[config.mk]
export PLATFORM = sky130hd
export DESIGN_NAME = acq_controller
export DESIGN_NICKNAME = d
export VERILOG_FILES = /design/src/rtl/acq_pkg.sv /design/src/rtl/acq_occupancy_tracker.sv /design/src/rtl/acq_controller.sv
export SDC_FILE = /design/constraint.sdc
export NUM_CORES = 1
export LEC_CHECK = 0
export ABC_AREA = 1
export BUFFER_PORTS_ARGS = -buffer_cell sky130_fd_sc_hd__buf_2
export CORE_MARGIN = 2
export CORE_UTILIZATION = 62
export DETAILED_ROUTE_END_ITERATION = 12
export PLACE_DENSITY = 0.85
export SYNTH_ARGS = -nofsm -noshare
export SYNTH_HDL_FRONTEND = slang
export SYNTH_SLANG_ARGS = --single-unit
[constraint.sdc]
create_clock -name f125_clk -period 6.3 [get_ports f125_clk]
set_input_delay 0.315 -clock f125_clk [delete_from_list [all_inputs] [get_ports f125_clk]]
set_output_delay 0.315 -clock f125_clk [all_outputs]
set_load 0.01 [all_outputs]
[src/rtl/acq_pkg.sv]
// Shared types and command codes for the acquisition run/trigger sequencer.
// Optional prescaler feature is selected with the ACQ_PRESCALE_EN macro.
package acq_pkg;

    typedef enum logic [2:0] {
        ST_IDLE    = 3'd0,
        ST_ARMED   = 3'd1,
        ST_CAPTURE = 3'd2,
        ST_SAVE    = 3'd3,
        ST_HOLDOFF = 3'd4
    } acq_state_t;

    localparam logic [7:0] CMD_ARM       = 8'h01;
    localparam logic [7:0] CMD_STOP      = 8'h02;
    localparam logic [7:0] CMD_SOFT_TRIG = 8'h03;
    localparam logic [7:0] CMD_CLEAR     = 8'h04;

endpackage

[src/rtl/acq_occupancy_tracker.sv]
// Shadow occupancy of the event FIFO, and a registered busy flag that is
// raised when the FIFO cannot take one more complete event.
module acq_occupancy_tracker
    import acq_pkg::*;
#(
    parameter  int FIFO_DEPTH  = 1024,
    parameter  int EVENT_WORDS = 16,
    localparam int OCC_W       = $clog2(FIFO_DEPTH + 1)
) (
    input  logic             f125_clk,
    input  logic             aresetn,
    input  logic             wr_en,
    input  logic             rd_en,
    input  logic             full,
    output logic [OCC_W-1:0] occ,
    output logic             busy
);

    logic [OCC_W-1:0] occ_next;
    logic [OCC_W-1:0] free_next;

    // Writes beyond depth and reads from empty are dropped rather than wrapped.
    always_comb begin
        // NOTE: default assignment first so no path leaves occ_next unassigned (no latch).
        occ_next = occ;
        if (wr_en && !rd_en && (occ != OCC_W'(FIFO_DEPTH))) begin
            occ_next = occ + OCC_W'(1);
        end else if (rd_en && !wr_en && (occ != '0)) begin
            occ_next = occ - OCC_W'(1);
        end
        free_next = OCC_W'(FIFO_DEPTH) - occ_next;
    end

    always_ff @(posedge f125_clk) begin
        if (!aresetn) begin
            occ  <= '0;
            busy <= 1'b0;
        end else begin
            // NOTE: non-blocking assignments for all registered state.
            occ  <= occ_next;
            busy <= full | (free_next < OCC_W'(EVENT_WORDS));
        end
    end

endmodule

[src/rtl/acq_controller.sv]
// Run/trigger sequencer: command decode, trigger qualification, event FSM,
// hold-off/timeout timing and event counters. Optional prescaler: ACQ_PRESCALE_EN.
module acq_controller
    import acq_pkg::*;
#(
    parameter int FIFO_DEPTH  = 1024,
    parameter int EVENT_WORDS = 16,
    parameter int HOLDOFF_CYC = 64,
    parameter int TIMEOUT_CYC = 4096,
    parameter int CNT_W       = 32
) (
    input  logic             f125_clk,
    input  logic             aresetn,
    input  logic [7:0]       cmd,
    input  logic             trigger_i,
    input  logic             event_ready_i,
    input  logic             event_saved_i,
    input  logic             fifo_wr_en_i,
    input  logic             fifo_rd_en_i,
    input  logic             full_i,
`ifdef ACQ_PRESCALE_EN
    input  logic [7:0]       prescale_i,
`endif
    output logic             trigger_o,
    output logic             armed_o,
    output logic             busy_o,
    output logic [2:0]       state_o,
    output logic [CNT_W-1:0] event_count_o,
    output logic [15:0]      lost_count_o
);

    localparam int OCC_W   = $clog2(FIFO_DEPTH + 1);
    localparam int TMR_MAX = (HOLDOFF_CYC > TIMEOUT_CYC) ? HOLDOFF_CYC : TIMEOUT_CYC;
    localparam int TMR_W   = $clog2(TMR_MAX + 1);

    acq_state_t       state, state_next;
    logic             run, run_next;
    logic [7:0]       cmd_q;
    logic             trig_q;
    logic             fire, fire_q;
    logic [TMR_W-1:0] tmr;
    logic [1:0]       lost_inc;
    logic             evt_inc;
    logic [16:0]      lost_sum;
    logic             cmd_new, cmd_arm, cmd_stop, cmd_soft, cmd_clear;
    logic             trig_edge;
    logic             timeout, holdoff_done;
    // Occupancy is kept by the tracker for observability; only busy drives the FSM.
    logic [OCC_W-1:0] occ_unused;

`ifdef ACQ_PRESCALE_EN
    logic [7:0] psc;
    logic       psc_skip;
`endif

    acq_occupancy_tracker #(
        .FIFO_DEPTH (FIFO_DEPTH),
        .EVENT_WORDS(EVENT_WORDS)
    ) u_occ (
        .f125_clk(f125_clk),
        .aresetn (aresetn),
        .wr_en   (fifo_wr_en_i),
        .rd_en   (fifo_rd_en_i),
        .full    (full_i),
        .occ     (occ_unused),
        .busy    (busy_o)
    );

    // A command acts only on the cycle its code differs from the last sampled one.
    assign cmd_new   = (cmd != cmd_q);
    assign cmd_arm   = cmd_new && (cmd == CMD_ARM);
    assign cmd_stop  = cmd_new && (cmd == CMD_STOP);
    assign cmd_soft  = cmd_new && (cmd == CMD_SOFT_TRIG);
    assign cmd_clear = cmd_new && (cmd == CMD_CLEAR);

    assign trig_edge    = (trigger_i && !trig_q) || cmd_soft;
    assign run_next     = cmd_arm ? 1'b1 : (cmd_stop ? 1'b0 : run);
    assign timeout      = (tmr == TMR_W'(TIMEOUT_CYC - 1));
    assign holdoff_done = (tmr == TMR_W'(HOLDOFF_CYC - 1));

    assign state_o = state;
    assign armed_o = (state == ST_ARMED);

    always_comb begin
        state_next = state;
        fire       = 1'b0;
        evt_inc    = 1'b0;
        lost_inc   = 2'd0;
`ifdef ACQ_PRESCALE_EN
        psc_skip   = 1'b0;
`endif
        case (state)
            ST_IDLE: begin
                if (run_next) state_next = ST_ARMED;
            end
            ST_ARMED: begin
                // A stop in the same cycle as an edge wins; the edge is not counted.
                if (!run_next) begin
                    state_next = ST_IDLE;
                end else if (trig_edge) begin
                    if (busy_o) begin
                        lost_inc = 2'd1;
                    end else begin
`ifdef ACQ_PRESCALE_EN
                        if (psc == prescale_i) fire = 1'b1;
                        else                   psc_skip = 1'b1;
`else
                        fire = 1'b1;
`endif
                        if (fire) state_next = ST_CAPTURE;
                    end
                end
            end
            ST_CAPTURE: begin
                lost_inc = {1'b0, trig_edge};
                if (event_ready_i) begin
                    state_next = ST_SAVE;
                end else if (timeout) begin
                    state_next = ST_HOLDOFF;
                    lost_inc   = lost_inc + 2'd1;
                end
            end
            ST_SAVE: begin
                lost_inc = {1'b0, trig_edge};
                if (event_saved_i) begin
                    state_next = ST_HOLDOFF;
                    evt_inc    = 1'b1;
                end else if (timeout) begin
                    state_next = ST_HOLDOFF;
                    lost_inc   = lost_inc + 2'd1;
                end
            end
            ST_HOLDOFF: begin
                lost_inc = {1'b0, trig_edge};
                if (holdoff_done) state_next = run_next ? ST_ARMED : ST_IDLE;
            end
            default: state_next = ST_IDLE;
        endcase
    end

    assign lost_sum = {1'b0, lost_count_o} + {15'd0, lost_inc};

    always_ff @(posedge f125_clk) begin
        if (!aresetn) begin
            state         <= ST_IDLE;
            run           <= 1'b0;
            cmd_q         <= '0;
            trig_q        <= 1'b0;
            fire_q        <= 1'b0;
            trigger_o     <= 1'b0;
            tmr           <= '0;
            event_count_o <= '0;
            lost_count_o  <= '0;
        end else begin
            state     <= state_next;
            run       <= run_next;
            cmd_q     <= cmd;
            trig_q    <= trigger_i;
            // The FSM enters CAPTURE on the edge; the sampler sees the pulse one cycle later.
            fire_q    <= fire;
            trigger_o <= fire_q;

            // Timer restarts on every state change and idles outside CAPTURE/SAVE/HOLDOFF.
            if ((state_next != state) || (state_next == ST_IDLE) || (state_next == ST_ARMED)) begin
                tmr <= '0;
            end else begin
                tmr <= tmr + TMR_W'(1);
            end

            if (cmd_clear) begin
                event_count_o <= '0;
                lost_count_o  <= '0;
            end else begin
                if (evt_inc && !(&event_count_o)) event_count_o <= event_count_o + CNT_W'(1);
                lost_count_o <= lost_sum[16] ? 16'hFFFF : lost_sum[15:0];
            end
        end
    end

`ifdef ACQ_PRESCALE_EN
    always_ff @(posedge f125_clk) begin
        if (!aresetn) begin
            psc <= '0;
        end else if (cmd_arm || fire) begin
            psc <= '0;
        end else if (psc_skip) begin
            psc <= psc + 8'd1;
        end
    end
`endif

endmodule

-- Word-level counts from Yosys, hierarchy flattened
Index checks and enable logic that the tools add are counted.
Widths: inputs -> output; s select.
- bits in registers: 88
- bits in latches: 0
- RAM bits: 0
- bits in read-only memories: 0
- bits of input ports: 16
- output and inout port bits: 54
- word-level logic and storage cells: 84
- memories kept: 0
- add/subtract/negate cells: 7
- multiply operators: 0
- divide/modulo/power cells: 0
- $lt $le $gt $ge: 1
- equal/unequal tests: 14
- shift-type cells: 0
- muxes and demuxes: 25
- bitwise gates (word level): 2
- reductions and logical operators: 24
- operators by type and width (operator ; number):
    $add 32x1->32 const B ; 1
    $reduce_and 32->1 ; 1
    $mux 3 ; 8
    $mux 11 ; 2
    $add 16x2->17 ; 1
    $eq 8x2->1 const B ; 2
    $mux 16 ; 1
    $pmux 3 s5 ; 1
    $add 13x1->13 const B ; 1
    $eq 13x12->1 const B ; 1
    $eq 13x6->1 const B ; 1
    $add 11x1->11 const B ; 1
    $lt 11x5->1 const B ; 1
    $ne 11x11->1 const B ; 1
    $reduce_bool 11->1 ; 1
    $sub 11x1->11 const B ; 1
    $sub 11x11->11 const A ; 1
    $logic_and 1x1->1 ; 10
    $mux 1 ; 9
    $eq 8x1->1 const B ; 1
    $eq 8x3->1 const B ; 1
    $ne 8x8->1 ; 1
    $pmux 2 s4 ; 1
    $eq 3x1->1 const B ; 2
    12 further kinds ; 22

-- Longest topological paths before layout
- word-level depth: 11
- mapped depth: 24
- mapped depth without buffers: 24

-- Modules after synthesis
From an unflattened synthesis, not the netlist that was laid out.
- cells, all modules: 775
- area, all modules: 5348.9 um2
- by module, submodules not included (module ; times used ; cells an instance ; area each (um2)):
    acq_controller ; 1 ; 594 ; 4255.3
    acq_occupancy_tracker ; 1 ; 181 ; 1093.5

-- Least setup slack after synthesis
No wires, ideal clock.
- path kind: register -> register
- start: register tmr[0]
- end: register lost_count_o[11]
- setup time: 0.070 ns
- arrival: 3.030 ns
- data required time: 6.230 ns
- slack: 3.199 ns
- cell stages (with the launch flop): 21
- cells stage by stage: dfxtp_1 -> ha_1 -> nand3_2 -> nor2_4 -> nand2_4 -> nor2_4 -> nand2_4 -> inv_1 -> ha_1 -> a22o_1 -> ha_1 -> inv_1 -> fa_1 -> nor2_1 -> nand3_1 -> nor3_2 -> nand4_1 -> nor2_2 -> nand2_1 -> buf_2 -> a21oi_1
- longest elaborated chain between the ends: 6
- RTL lines (element ; RTL line ; source):
    start: declaration ; acq_controller.sv:41 ; logic [TMR_W-1:0] tmr;
    start signal: assignment ; acq_controller.sv:167 ; tmr <= tmr + TMR_W'(1);
    $eq 13x12->1 * ; acq_controller.sv:78 ; assign timeout = (tmr == TMR_W'(TIMEOUT_CYC - 1));
    $mux 2 * ; acq_controller.sv:118, acq_controller.sv:128 ;
    $mux 2 (on tied branches) ; acq_controller.sv:125, acq_controller.sv:116 ;
    $pmux 2 s4 * ; acq_controller.sv:92 ; case (state)
    $add 16x2->17 * ; acq_controller.sv:141 ; assign lost_sum = {1'b0, lost_count_o} + {15'd0, lost_inc};
    $mux 16 * ; acq_controller.sv:175 ; lost_count_o <= lost_sum[16] ? 16'hFFFF : lost_sum[15:0];
    end signal: assignment ; acq_controller.sv:175 ;
    end: declaration ; acq_controller.sv:29 ; output logic [15:0] lost_count_o
Every way passes the cells marked *; elsewhere a longest branch is shown, timed or not.
A chain may end at the register's enable or synchronous reset.

-- Worst setup path in the final report
- start: register tmr[0]
- end: register lost_count_o[13]
Same word-level chain as after synthesis.

==> impl_metrics.py <==
metrics = {
    "critical_path": {
        "critPathCaptureType": "flop",
        "crit_start": "tmr[0]",
        "cp.arrival_ns": 3.95,
        "reg2reg_slack_ns": 2.64,
        "worstSetupPathType": "reg -> reg",
        "start_kind": "flop",
        "cp_data_required_time_ns": 6.59,
        "critPathMaxFanout": 12,
        "reg2reg_depth": 21,
        "r2r_start": "tmr[0]",
        "reg2reg_to": "lost_count_o[13]",
    },
    "timing": {
        "slew-limit-headroom_pct": 62.0,
        "tns_ns": 0,
        "finClkSkew_ns": 0.0131,
        "layout_min_cycle_time_ns": 3.66,
        "max_freq_mhz": 273,
        "rsz0062_at_grt": "false",
        "setup-violations-final": 0,
        "hold_viol": 0,
        "setup_slack_ns": 2.64,
        "worst_slew_pin_slew_ns": 0.569,
        "fin_crit_sh_pct": 58.1,
        "slew_violations": 0,
    },
    "final_layout": {
        "final_common_cell": "nand2_1",
        "fillers": 626,
        "nNetsFinal": 812,
        "antennaDiodeCount": 0,
        "drive_above_1_share_pct": 18.2,
        "fin_util_pct": 72.7,
        "final_cell_mix": "nand2_1, inv_1, nor2_1",
        "final_area_um2": 5650,
        "area_growth_pct": 12.7,
    },
    "pwr": {
        "swShare_pct": 31.4,
        "p_leak_nw": 2.47,
        "power.internal_uw": 926,
        "power_density_nw_per_um2": 239,
        "p_switching_uw": 424,
        "power.total_mw": 1.35,
        "combinationalPowerShare_pct": 21.2,
        "pwr-share-seq_pct": 44.8,
        "power_frac_clock_pct": 34.0,
        "ir_drop_v": 0.000228,
    },
    "synth": {
        "syn_area_um2": 5010,
        "synth_xor_area_share_pct": 6.47,
        "synth_top_family_by_area": "simple AND/OR/NAND/NOR gates",
        "synth_warnings": 0,
        "yosysTopAreaCell": "dfxtp_1",
        "synth.area.top_cells": "dfxtp_1, nand2_1, inv_1, nor2_1, nand3_1",
        "synth_seq_cells": 88,
        "syn_inst": 718,
        "ys_async_sr_fraction_pct": 0,
        "synthAdderAreaFrac_pct": 2.15,
        "muxShareOfSynthArea_pct": 0,
        "synth_edf_count": 0,
        "syn_nets": 742,
        "ys_seq_area_share_pct": 35.2,
        "synth-compound-area-share_pct": 8.91,
        "synthSimpleGateAreaFrac_pct": 38.3,
        "yosysTopAreaCellShare_pct": 35.2,
        "avgSynthCellArea_um2": 6.98,
        "synthDistinctLibCells": 46,
        "synth_ff_type": "dfxtp_1",
    },
    "die": {
        "die_area_um2": 8820,
        "die_w_um": 93.9,
        "fp.dieH_um": 93.9,
        "coreArea_um2": 7770,
        "fp-row-count": 32,
        "start_util_pct": 64.5,
        "ios": 70,
    },
    "job": {
        "max_cap_viol_count": 0,
    },
    "drt": {
        "viasPerCell": 5.38,
        "drc_errors": 0,
        "via_count": 4816,
        "drtPass1Iterations": 5,
        "wirelength_um": 11400,
        "ant_nets": 0,
        "routedWlPerCell_um": 12.8,
        "drt_iter0_markers": 288,
    },
    "clocking": {
        "holdBufCountCts": 0,
        "postCtsSetupRepairBufs": 0,
        "root_buffer": "clkbuf_8",
        "cts.path.max_buffers": 2,
        "path_clk_slew_ns": 0.09,
        "numClockSinks": 88,
        "htreeDepth": 3,
        "cts_resized": 0,
        "cts_buffers": 9,
        "cts_tree": "yes",
        "clkLatencyLatePin_ns": 0.36,
    },
    "placed_design": {
        "dp_slack_ns": 2.58,
        "dp_hpwl_um": 8440,
        "dpl_cell_area_um2": 5410,
        "portBuffers": 69,
        "finalWeightedCongestion": 0.931,
    },
    "global_route": {
        "grt_pass1_wl_um": 19200,
        "grt.overflow.total": 0,
        "grt_max_degree": 33,
        "grt_antenna_before_repair": 0,
        "groute.usage.overall_pct": 26.5,
        "grt_pass1_vias": 4476,
    },
    "worst_hold_path": {
        "min_to": "cmd_q[5]",
        "min-delay-start": "cmd[5]",
        "hp-class": "in -> reg",
        "holdPathStages": 3,
    },
    "status": {
        "status": "completed",
    },
}
-- cell type report --
class / instances / area, um2 / area share (%)
inverter: 99 / 372 / 6.58
sequential: 88 / 1760 / 31.2
multi-input combinational: 520 / 2800 / 49.5
timing repair buffer: 70 / 353 / 6.25
tap: 102 / 128 / 2.26
clock buffer: 11 / 151 / 2.68
clock inverter: 5 / 86.3 / 1.53
-- power by group through the flow --
stage               combinational (mW)  sequential [mW]  clock (mW)
floorplan                        0.231            0.609           0
global placement                 0.266            0.617           0
detailed placement               0.277            0.617           0
CTS                              0.284            0.604       0.463
global route                     0.326            0.609       0.488
finish                           0.286            0.605       0.459
-- through the flow --
stage | hold slack (ns) | std cells
finish | 0.169 | 895
global route | 0.173 | 895
CTS | 0.170 | 895
detailed placement | 0.419 | 879
global placement | 0.418 | 879
floorplan | 0.390 | 718
-- registers in the layout (all words and copies together) (netlist names) --
register       count
u_occ.busy         1
run                1
u_occ.occ         11
lost_count_o      16
trigger_o          1
event_count_o     32
trig_q             1
state_o            3
cmd_q              8
tmr               13
fire_q             1
-- critical path, cell delays in order (launching register included) --
cell and delay [ns]:
dfxtp_1 0.36, ha_1 0.21, nand3_2 0.15, nor2_4 0.16, nand2_4 0.08, nor2_4 0.10, nand2_4 0.08, inv_1 0.06
ha_1 0.12, a22o_1 0.13, ha_1 0.15, inv_1 0.05, fa_1 0.41, nor2_1 0.19, nand3_1 0.16, nor3_2 0.21
nand4_1 0.13, nor2_2 0.22, nand2_1 0.31, nand2_1 0.15, nor2_1 0.05, nor2_1 0.09
-- cells in the mapped netlist, drive strengths merged (7+ instances only) --
library cell    n
o21ai          19
ha              7
nor3           26
xor2           21
nand3b          8
nand2         171
nand4          14
xnor2          16
nand3          55
nor2          112
inv            98
a21oi          43
dfxtp          88
-- cells by family (layout without fill, tap and decap cells) --
family	count (synthesis)	count (layout)
AO/OA/AOI/OAI	76	76
buffers and inverters	110	185
adder cells (fa/ha/maj)	8	8
AND/OR/NAND/NOR	399	399
flip-flops	88	88
XOR/XNOR	37	37
-- per-layer routing --
layer / part of all wire, % / GRT usage (%)
met1: 44 / 33.3
met2: 48 / 45.8
met3: 5.7 / 4.57
met4: 2.0 / 9.06
met5: 0 / 0
-- worst max path at each step --
stage,to,slack (ns),cells past startpoint
2_1_floorplan,lost_count_o[11],3.20,20
3_3_place_gp,lost_count_o[13],2.78,23
3_5_place_dp,lost_count_o[13],2.58,23
4_1_cts,lost_count_o[13],2.66,21
5_1_grt,lost_count_o[13],2.28,21
6_report,lost_count_o[13],2.64,21
No activity file was read; power rests on OpenSTA's default activity.
